==> src/rtl/crc_chk_pkg.sv <==
// Shared constants and helpers for the FCS checker and its pending-FCS FIFO.
package crc_chk_pkg;

  localparam int CRC_WIDTH_DEF  = 16;
  localparam int FIFO_DEPTH_DEF = 8;
  localparam int CNT_WIDTH_DEF  = 32;

  // One extra bit so the level can represent a completely full buffer.
  function automatic int levelWidth(input int depth);
    return $clog2(depth) + 1;
  endfunction

endpackage

==> src/rtl/crc_fcs_fifo.sv <==
// In-order buffer of received FCS values waiting for their computed CRC.
module crc_fcs_fifo
  import crc_chk_pkg::*;
#(
  parameter int CRC_WIDTH  = CRC_WIDTH_DEF,
  parameter int FIFO_DEPTH = FIFO_DEPTH_DEF,
  localparam int LVL_W     = levelWidth(FIFO_DEPTH),
  localparam int PTR_W     = $clog2(FIFO_DEPTH)
) (
  input  logic                 clk,
  input  logic                 rst,
  input  logic                 push_i,
  input  logic                 pop_i,
  input  logic [CRC_WIDTH-1:0] data_i,
  output logic [CRC_WIDTH-1:0] data_o,
  output logic                 full_o,
  output logic                 empty_o,
  output logic [LVL_W-1:0]     level_o
);

  logic [CRC_WIDTH-1:0] mem [FIFO_DEPTH];
  logic [PTR_W-1:0]     wrPtr_q, wrPtr_d;
  logic [PTR_W-1:0]     rdPtr_q, rdPtr_d;
  logic [LVL_W-1:0]     level_q, level_d;
  logic                 wrEn;
  logic                 rdEn;

  assign full_o  = (level_q == LVL_W'(FIFO_DEPTH));
  assign empty_o = (level_q == '0);
  assign level_o = level_q;
  assign data_o  = mem[rdPtr_q];

  // A full buffer can still accept a push when the head leaves in the same cycle.
  assign rdEn = pop_i && !empty_o;
  assign wrEn = push_i && (!full_o || rdEn);

  always_comb begin
    wrPtr_d = wrPtr_q;
    rdPtr_d = rdPtr_q;
    level_d = level_q;
    if (wrEn) wrPtr_d = wrPtr_q + PTR_W'(1);
    if (rdEn) rdPtr_d = rdPtr_q + PTR_W'(1);
    case ({wrEn, rdEn})
      2'b10:   level_d = level_q + LVL_W'(1);
      2'b01:   level_d = level_q - LVL_W'(1);
      default: level_d = level_q;
    endcase
  end

  always_ff @(posedge clk or negedge rst) begin
    if (!rst) begin
      wrPtr_q <= '0;
      rdPtr_q <= '0;
      level_q <= '0;
    end else begin
      wrPtr_q <= wrPtr_d;
      rdPtr_q <= rdPtr_d;
      level_q <= level_d;
    end
  end

  always_ff @(posedge clk) begin
    if (wrEn) mem[wrPtr_q] <= data_i;
  end

endmodule

==> src/rtl/crc_fcs_check.sv <==
// Compares each computed CRC against the oldest pending FCS and keeps pass/fail statistics.
module crc_fcs_check
  import crc_chk_pkg::*;
#(
  parameter int CRC_WIDTH  = CRC_WIDTH_DEF,
  parameter int FIFO_DEPTH = FIFO_DEPTH_DEF,
  parameter int CNT_WIDTH  = CNT_WIDTH_DEF,
  localparam int LVL_W     = levelWidth(FIFO_DEPTH)
) (
  input  logic                 clk,
  input  logic                 rst,
  input  logic [CRC_WIDTH-1:0] fcs_in,
  input  logic                 fcs_vld,
  input  logic [CRC_WIDTH-1:0] crc_in,
  input  logic                 crc_vld,
  input  logic                 clr_cnt,
  output logic                 chk_vld,
  output logic                 chk_ok,
  output logic [CRC_WIDTH-1:0] chk_crc,
  output logic [CRC_WIDTH-1:0] chk_fcs,
  output logic [CNT_WIDTH-1:0] good_cnt,
  output logic [CNT_WIDTH-1:0] bad_cnt,
  output logic [LVL_W-1:0]     fifo_level,
  output logic                 ovf_err,
  output logic                 unf_err
);

  logic [CRC_WIDTH-1:0] headFcs;
  logic                 fifoFull;
  logic                 fifoEmpty;
  logic                 popEn;
  logic                 pushEn;
  logic                 bypass;
  logic                 underflow;
  logic                 overflow;
  logic [CRC_WIDTH-1:0] cmpFcs;
  logic                 matchNow;

  logic                 chkVld_q;
  logic                 chkOk_q;
  logic [CRC_WIDTH-1:0] chkCrc_q;
  logic [CRC_WIDTH-1:0] chkFcs_q;
  logic [CNT_WIDTH-1:0] goodCnt_q, goodCnt_d;
  logic [CNT_WIDTH-1:0] badCnt_q, badCnt_d;
  logic                 ovfErr_q, ovfErr_d;
  logic                 unfErr_q, unfErr_d;

  // An empty buffer with both strobes lets the FCS skip storage entirely.
  assign bypass    = fcs_vld && crc_vld && fifoEmpty;
  assign underflow = crc_vld && fifoEmpty && !fcs_vld;
  assign popEn     = crc_vld && !fifoEmpty;
  assign pushEn    = fcs_vld && !bypass;
  assign overflow  = fcs_vld && fifoFull && !popEn;

  crc_fcs_fifo #(
    .CRC_WIDTH  (CRC_WIDTH),
    .FIFO_DEPTH (FIFO_DEPTH)
  ) u_fifo (
    .clk     (clk),
    .rst     (rst),
    .push_i  (pushEn),
    .pop_i   (popEn),
    .data_i  (fcs_in),
    .data_o  (headFcs),
    .full_o  (fifoFull),
    .empty_o (fifoEmpty),
    .level_o (fifo_level)
  );

  always_comb begin
    cmpFcs = '0;
    if (popEn)       cmpFcs = headFcs;
    else if (bypass) cmpFcs = fcs_in;
  end

  assign matchNow = crc_vld && !underflow && (crc_in == cmpFcs);

  // Clear beats a same-cycle increment, but a same-cycle error still sets its flag.
  always_comb begin
    goodCnt_d = goodCnt_q;
    badCnt_d  = badCnt_q;
    ovfErr_d  = ovfErr_q;
    unfErr_d  = unfErr_q;
    if (clr_cnt) begin
      goodCnt_d = '0;
      badCnt_d  = '0;
      ovfErr_d  = 1'b0;
      unfErr_d  = 1'b0;
    end else if (crc_vld) begin
      if (matchNow && !(&goodCnt_q))      goodCnt_d = goodCnt_q + CNT_WIDTH'(1);
      else if (!matchNow && !(&badCnt_q)) badCnt_d  = badCnt_q + CNT_WIDTH'(1);
    end
    if (overflow)  ovfErr_d = 1'b1;
    if (underflow) unfErr_d = 1'b1;
  end

  always_ff @(posedge clk or negedge rst) begin
    if (!rst) begin
      chkVld_q  <= 1'b0;
      chkOk_q   <= 1'b0;
      chkCrc_q  <= '0;
      chkFcs_q  <= '0;
      goodCnt_q <= '0;
      badCnt_q  <= '0;
      ovfErr_q  <= 1'b0;
      unfErr_q  <= 1'b0;
    end else begin
      chkVld_q  <= crc_vld;
      if (crc_vld) begin
        chkOk_q  <= matchNow;
        chkCrc_q <= crc_in;
        chkFcs_q <= cmpFcs;
      end
      goodCnt_q <= goodCnt_d;
      badCnt_q  <= badCnt_d;
      ovfErr_q  <= ovfErr_d;
      unfErr_q  <= unfErr_d;
    end
  end

  assign chk_vld  = chkVld_q;
  assign chk_ok   = chkOk_q;
  assign chk_crc  = chkCrc_q;
  assign chk_fcs  = chkFcs_q;
  assign good_cnt = goodCnt_q;
  assign bad_cnt  = badCnt_q;
  assign ovf_err  = ovfErr_q;
  assign unf_err  = unfErr_q;

endmodule

==> config.mk <==
export PLATFORM = sky130hd
export DESIGN_NAME = crc_fcs_check
export DESIGN_NICKNAME = d
export VERILOG_FILES = /design/src/rtl/crc_chk_pkg.sv /design/src/rtl/crc_fcs_fifo.sv /design/src/rtl/crc_fcs_check.sv
export SDC_FILE = /design/constraint.sdc
export NUM_CORES = 1
export LEC_CHECK = 0
export CORE_MARGIN = 2
export CORE_UTILIZATION = 45
export CTS_BUF_LIST = sky130_fd_sc_hd__clkbuf_16
export DETAILED_ROUTE_END_ITERATION = 12
export GPL_ROUTABILITY_DRIVEN = 0
export PLACE_DENSITY = 0.67
export SLEW_MARGIN = 10
export SYNTH_ARGS = -nofsm -noshare
export SYNTH_HDL_FRONTEND = slang
export SYNTH_SLANG_ARGS = --single-unit
==> constraint.sdc <==
create_clock -name clk -period 4.02 [get_ports clk]
set_input_delay 0.804 -clock clk [delete_from_list [all_inputs] [get_ports clk]]
set_output_delay 0.804 -clock clk [all_outputs]
set_load 0.005 [all_outputs]
==> out/summary.txt, run 1 <==
Tightest Pin Transition: 0.933 ns
Synth area leader: edfxtp_1
Critical Path Most Common Cell: buf_4
Via density per instance: 5.87
Worst Path Arrival: 4.12 ns
Critical-path top delay cell: dfrtp_1
Critical Path Sink Type: flip-flop
Worst skew pair latency: 0.52 ns
CP Max Fanout: 38
Top-area cell type share of the netlist area: 0.339
Sink Count: 238
Skew final: 0.00881 ns
Delay-heaviest family, CP: multiplexers
Final Critical Period: 3.72 ns
Layout cells sized above 1: 0.148
Worst VDD drop: 0.309 mV
CTS H-Tree Depth: 1
IO Pins: 141
Cells after synthesis: 922
# fillers: 2079
Initial antenna violation count: 1
Final Max Tran Viols: 0
Overflow after GRT: 0
Power share of the clock group: 0.295
ANT cells: 0
WS Path Type: flip-flop to flip-flop
Period utilization: 0.925
#FFs+latches synth: 238
FP Rows: 58
Post-synthesis cell area: 0.0113 mm^2
Buf/Inv on CP: 2
Hold Vio Cnt, Final: 0
Initial Utilization: 0.454
Status: finished clean
Pwr dens: 542 mW/mm^2
CP peak stage delay: 0.69 ns
Psw: 2.37 mW
CTS clock-pin slew for the worst setup and hold paths: 0.06 ns
Chip Width: 163 um
Number of global-route vias before repair: 8349
Worst path cell trace: buf_4 > mux4_2 > mux2i_1 > o31ai_1 > nor4_2 > nand4b_4 > buf_4 > nor4_1 > mux2_1
Avg WL per Cell: 21.4 um
Seq pwr share: 0.423
Leading cell types in the layout, fill and taps excluded: 137 x clkdlybuf4s50_1, 128 x edfxtp_1, 109 x dfrtp_1, 66 x nand2_1, 60 x nor2_1
CP startpoint kind: flip-flop
Area of the core: 0.0250 mm^2
EDFF count, synth: 128
Input/output buffers: 140
CTS tree: built
Synth Net Count: 967
DP HPWL: 20600 um
Post-synth ARST share: 0.462
Pint: 5.27 mW
Max-Cap Viols: 0
Sw frac: 0.310
Hold crit path type: input port to asynchronous set/reset pin
F_max: 269 MHz
Main flop type after synthesis: edfxtp_1
Routed Antenna Nets: 0
Max-slew headroom: 0.378
Largest cells by area after synthesis: edfxtp_1 34%, dfrtp_1 24%, mux2_2 4.1%
DRT Pass-1 Iters: 5
Leakage power: 5.35 nW
WL final: 30600 um
Cts bufs inserted: 25
Iter 0 DRT Violations: 733
Die ar.: 0.0265 mm^2
Die height: 163 um
Resized Gates After CTS: 0
Final #Nets: 1133
Utilization after layout: 0.564
Post-synthesis sequential area ratio: 0.582
Combinational share of power: 0.282
Syn Area/Cell: 12.3 um^2
Most common cell after layout, fill and taps aside: clkdlybuf4s50_1
Yosys cell types: 73
Synth-to-layout area growth: 24.3%
RSZ-0062 raised after global routing: false
Residual DRC: 0
GRT Util Overall: 0.233
YS warnings: 0
Final Setup Violations: 0
CTS Root Cell: clkbuf_16
TNS Setup: 0 ns
First-pass GRT wire length: 47700 um
WP data required: 4.42 ns
Largest net degree at the start of global routing: 68
Via count: 8421
CTS Buffer Depth: 3
-- final timing paths --
kind	to	depth (start not counted)	slack, ns	startpoint
setup / recovery	good_cnt[21]$_DFFE_PN0P_	9	0.30	u_fifo.rdPtr_q[1]$_DFFE_PN0P_
hold / removal	bad_cnt[9]$_DFFE_PN0P_	1	0.39	rst
setup reg to reg	good_cnt[21]$_DFFE_PN0P_	9	0.30	u_fifo.rdPtr_q[1]$_DFFE_PN0P_
hold reg to reg	chk_crc[5]$_DFFE_PN0P_	1	0.51	chk_crc[5]$_DFFE_PN0P_
max in group asynchronous	chk_fcs[4]$_DFFE_PN0P_	2	2.86	rst
min in group clk	chk_crc[5]$_DFFE_PN0P_	1	0.51	chk_crc[5]$_DFFE_PN0P_
-- Yosys cell counts, drive strengths merged (5+ instances only) --
library cell  number
clkbuf            26
inv               29
and3              11
a221o             12
buf               28
a22o              10
mux2              48
nor2              60
mux2i             44
mux4              12
nand4             17
nor2b             35
edfxtp           128
and4               9
or3               16
and2               7
o41ai              5
o21ai             24
or4               14
a21o               5
nand2             66
nand2b             5
o31ai             13
xnor2              5
dfrtp            110
nor4              15
a21oi             37
nor3              23
nand3             39
ha                 7
-- power groups by stage --
stage	clock [mW]	combinational, mW	sequential [mW]
after floorplan	0	1.37	3.13
after global placement	0	2.09	3.25
after detailed placement	0	2.13	3.27
after CTS	2.28	2.14	3.23
after global routing	2.39	2.31	3.26
final	2.25	2.15	3.23
-- sequential cells by signal (all words and copies together) (netlist names) --
signal / count
u_fifo.mem: 128
ovf_err: 1
unf_err: 1
bad_cnt: 32
good_cnt: 32
u_fifo.level_o: 4
u_fifo.wrPtr_q: 3
chk_ok: 1
chk_vld: 1
u_fifo.rdPtr_q: 3
chk_crc: 16
chk_fcs: 16
-- per-layer routing --
layer | up-vias | GRT usage | share of wire
met4 | 0 | 0.0760 | 0.030
met1 | 4171 | 0.335 | 0.43
met5 | - | 0 | 0
met2 | 349 | 0.365 | 0.46
li1 | 3841 | - | -
met3 | 60 | 0.0339 | 0.079
-- timing repair --
action / CTS / global route
endpoints found under the setup margin: 0 / 8
hold buffers: 0 / 0
buffers inserted: 0 / 3
endpoints found under the hold margin: 0 / 0
-- logic make-up after synthesis --
logic type               count (synthesis)  synth area share
AO/OA/AOI/OAI                          149            0.0959
adder cells (fa/ha/maj)                  8           0.00949
XOR/XNOR                                 7           0.00541
buffers and inverters                   83            0.0376
AND/OR/NAND/NOR                        333             0.159
flip-flops                             238             0.582
multiplexers                           104             0.110
-- area by class of cell --
class / instances / area, um^2 / area share
clock inverters: 19 / 160 / 0.0114
well taps: 330 / 413 / 0.0293
repair buffers: 193 / 1850 / 0.131
multi-input cells: 601 / 4330 / 0.308
inverters: 29 / 109 / 0.00773
clock buffers: 25 / 626 / 0.0444
flip-flops and latches: 238 / 6600 / 0.468
-- stage by stage --
| stage | setup WS (ns) | std cells | cell area (um^2) | power (mW) | hold slack (ns) |
|---|---|---|---|---|---|
| floorplan | 0.892 | 922 | 11300 | 4.50 | 0.477 |
| global placement | 0.232 | 1388 | 13300 | 5.35 | 0.491 |
| detailed placement | 0.166 | 1388 | 13300 | 5.40 | 0.498 |
| CTS | 0.204 | 1432 | 14100 | 7.65 | 0.444 |
| global route | 0.0680 | 1435 | 14100 | 7.97 | 0.489 |
| finish | 0.301 | 1435 | 14100 | 7.64 | 0.389 |
-- worst reg2reg max path, cell delays in order, from the launching register on --
cell,delay (ns)
dfrtp_1,0.69
buf_4,0.27
mux4_2,0.52
mux2i_1,0.32
o31ai_1,0.13
nor4_2,0.49
nand4b_4,0.17
buf_4,0.29
nor4_1,0.37
mux2_1,0.36
No activity file was read; power rests on OpenSTA's default activity.
==> inputs of run 2 (changes only) <==
==> constraint.sdc (replaced) <==
create_clock -name clk -period 4.02 [get_ports clk]
set_input_delay 1.005 -clock clk [delete_from_list [all_inputs] [get_ports clk]]
set_output_delay 1.005 -clock clk [all_outputs]
set_load 0.005 [all_outputs]
==> run 2 against run 1 <==
Against the previous run: total power increased by 0.71%; critical path depth unchanged; count of clock-buffer cells in the layout increased by 2; via count increased by 0.61%; register-to-register slack got worse by 0.02 ns; die area unchanged; first-iteration DRC count decreased by 0.27%; worst setup slack got worse by 0.016 ns; global-route usage about the same; utilization increased by 0.23 points; routed wire length about the same.
==> out/summary.txt, run 2 (same netlist as run 1, synthesis figures left out) <==
Input/output buffers: 140 (unchanged)
First-pass GRT wire length: 47700 um (about the same)
Multi-input gate area: 0.00433 mm^2 (unchanged)
Final Hold Slack: 0.504 ns (was 0.389 ns)
Initial antenna violation count: 1 (unchanged)
GRT Util Overall: 0.233 (about the same)
Max-Cap Viols: 0 (unchanged)
WP data required: 4.42 ns (about the same)
CP startpoint kind: flip-flop (unchanged)
Routed Antenna Nets: 0 (unchanged)
Chip Width: 163 um (unchanged)
Critical Path Sink Type: flip-flop (unchanged)
Leakage power: 5.38 nW (was 5.35 nW)
Iter 0 DRT Violations: 731 (was 733)
CTS Root Cell: clkbuf_16 (unchanged)
Largest net degree at the start of global routing: 61 (was 68)
Initial Utilization: 0.454 (unchanged)
Post-CTS setup buffer count: 0 (unchanged)
Largest register FFs: 128 (unchanged)
DP Cell Count: 1388 (unchanged)
Cts bufs inserted: 26 (was 25)
CTS H-Tree Depth: 1 (unchanged)
Biggest register: u_fifo.mem (unchanged)
CTS Buffer Depth: 3 (unchanged)
Sink Count: 238 (unchanged)
DP HPWL: 20700 um (was 20600 um)
Period utilization: 0.929 (was 0.925)
Gr busiest metal: met2 (unchanged)
Cell area after layout: 0.0141 mm^2 (about the same)
Die ar.: 0.0265 mm^2 (unchanged)
Area of the core: 0.0250 mm^2 (unchanged)
Via density per instance: 5.88 (was 5.87)
Final Critical Period: 3.73 ns (was 3.72 ns)
M2 GR Usage: 0.365 (about the same)
Final #Nets: 1134 (was 1133)
Hold crit path type: flip-flop to flip-flop (was input port to asynchronous set/reset pin)
IO Pins: 141 (unchanged)
Tightest Pin Transition: 0.876 ns (was 0.933 ns)
Overflow after GRT: 0 (unchanged)
Max-slew headroom: 0.415 (was 0.378)
Most common cell after layout, fill and taps aside: clkdlybuf4s50_1 (unchanged)
WL final: 30600 um (about the same)
FP Rows: 58 (unchanged)
Number of global-route vias before repair: 8333 (was 8349)
WS Path Type: flip-flop to flip-flop (unchanged)
Residual DRC: 0 (unchanged)
Synth-to-layout area growth: 24.8% (was 24.3%)
Worst Path Arrival: 4.13 ns (was 4.12 ns)
Die height: 163 um (unchanged)
Final Max Tran Viols: 0 (unchanged)
CP Max Fanout: 38 (unchanged)
Layout cells sized above 1: 0.145 (was 0.148)
Resized Gates After CTS: 0 (unchanged)
Final Setup Violations: 0 (unchanged)
F_max: 268 MHz (was 269 MHz)
Worst skew pair latency: 0.53 ns (was 0.52 ns)
Leading cell types in the layout, fill and taps excluded: 137 x clkdlybuf4s50_1, 128 x edfxtp_1, 109 x dfrtp_1, 66 x nand2_1, 60 x nor2_1 (unchanged)
Post-CTS Hold Buffers: 0 (unchanged)
Avg WL per Cell: 21.3 um (was 21.4 um)
Hold Vio Cnt, Final: 0 (unchanged)
M1 GR Usage: 0.330 (was 0.335)
Met3 Usage GRT: 0.0471 (was 0.0339)
Total power: 7.69 mW (was 7.64 mW)
RSZ-0062 raised after global routing: false (unchanged)
DRT Pass-1 Iters: 7 (was 5)
# fillers: 2068 (was 2079)
Skew final: 0.0120 ns (was 0.00881 ns)
Post-Place Cell Area: 0.0133 mm^2 (unchanged)
Pwr dens: 544 mW/mm^2 (was 542 mW/mm^2)
Via count: 8472 (was 8421)
Status: finished clean (unchanged)
Worst VDD drop: 0.320 mV (was 0.309 mV)
Sequential standard cell area: 0.00660 mm^2 (unchanged)
CTS clock-pin slew for the worst setup and hold paths: 0.07 ns (was 0.06 ns)
CTS tree: built (unchanged)
Final std cells w/o fill: 1440 (was 1435)
==> run 2: changes by cell type in the layout (fill, tap and decap cells not counted), sizes merged <==
cell      before  now
clkbuf        25   27
clkinvlp       0    1
diode          0    1
inv           32   33
==> run 2: area by class of cell <==
class / count / area share
clock buffers: 27 / 0.0478
well taps: 330 / 0.0292
diodes: 1 / 0.000177
clock inverters: 21 / 0.0117
flip-flops and latches: 238 / 0.466
multi-input cells: 601 / 0.306
inverters: 29 / 0.00769
repair buffers: 193 / 0.131
==> run 2: report_power, final <==
part           switching, mW  internal (mW)  total [mW]
sequential             0.274           2.93        3.21
clock                  0.957           1.40        2.36
combinational           1.14          0.993        2.13
==> run 2: through the flow <==
step	TNS, ns	setup slack [ns]	utilization
after floorplan	0	0.691	-
after global placement	0	0.0746	0.531
after detailed placement	-0.354	-0.0590	0.531
after CTS	0	0.248	0.565
after global routing	0	0.119	0.567
final	0	0.286	0.567
==> run 2: worst max-delay path: stages (launching register included) <==
cell and delay [ns]:
dfrtp_1 0.59, nor2b_1 0.76, a221oi_1 0.27, a221o_1 0.41
a32oi_1 0.28, nand4_1 0.17, nand4b_4 0.25, buf_12 0.21
nor4_1 0.29, mux2_1 0.35
==> run 2: worst paths after layout <==
path | start | endpoint | slack, ns | cells after the start
max | u_fifo.rdPtr_q[2]$_DFFE_PN0P_ | good_cnt[12]$_DFFE_PN0P_ | 0.29 | 9
min | chk_crc[13]$_DFFE_PN0P_ | chk_crc[13]$_DFFE_PN0P_ | 0.50 | 1
max reg2reg | u_fifo.rdPtr_q[2]$_DFFE_PN0P_ | good_cnt[12]$_DFFE_PN0P_ | 0.29 | 9
min reg2reg | chk_crc[13]$_DFFE_PN0P_ | chk_crc[13]$_DFFE_PN0P_ | 0.50 | 1
max in group asynchronous | rst | u_fifo.wrPtr_q[0]$_DFFE_PN0P_ | 2.70 | 2
min in group asynchronous | rst | bad_cnt[9]$_DFFE_PN0P_ | 0.53 | 1
==> run 2: per-layer routing <==
metal / vias to the layer above / part of all wire / wire [um]
li1: 3844 / - / -
met1: 4189 / 0.43 / 13200
met2: 382 / 0.46 / 14000
met3: 57 / 0.084 / 2580
met4: 0 / 0.027 / 828
met5: - / 0 / 0
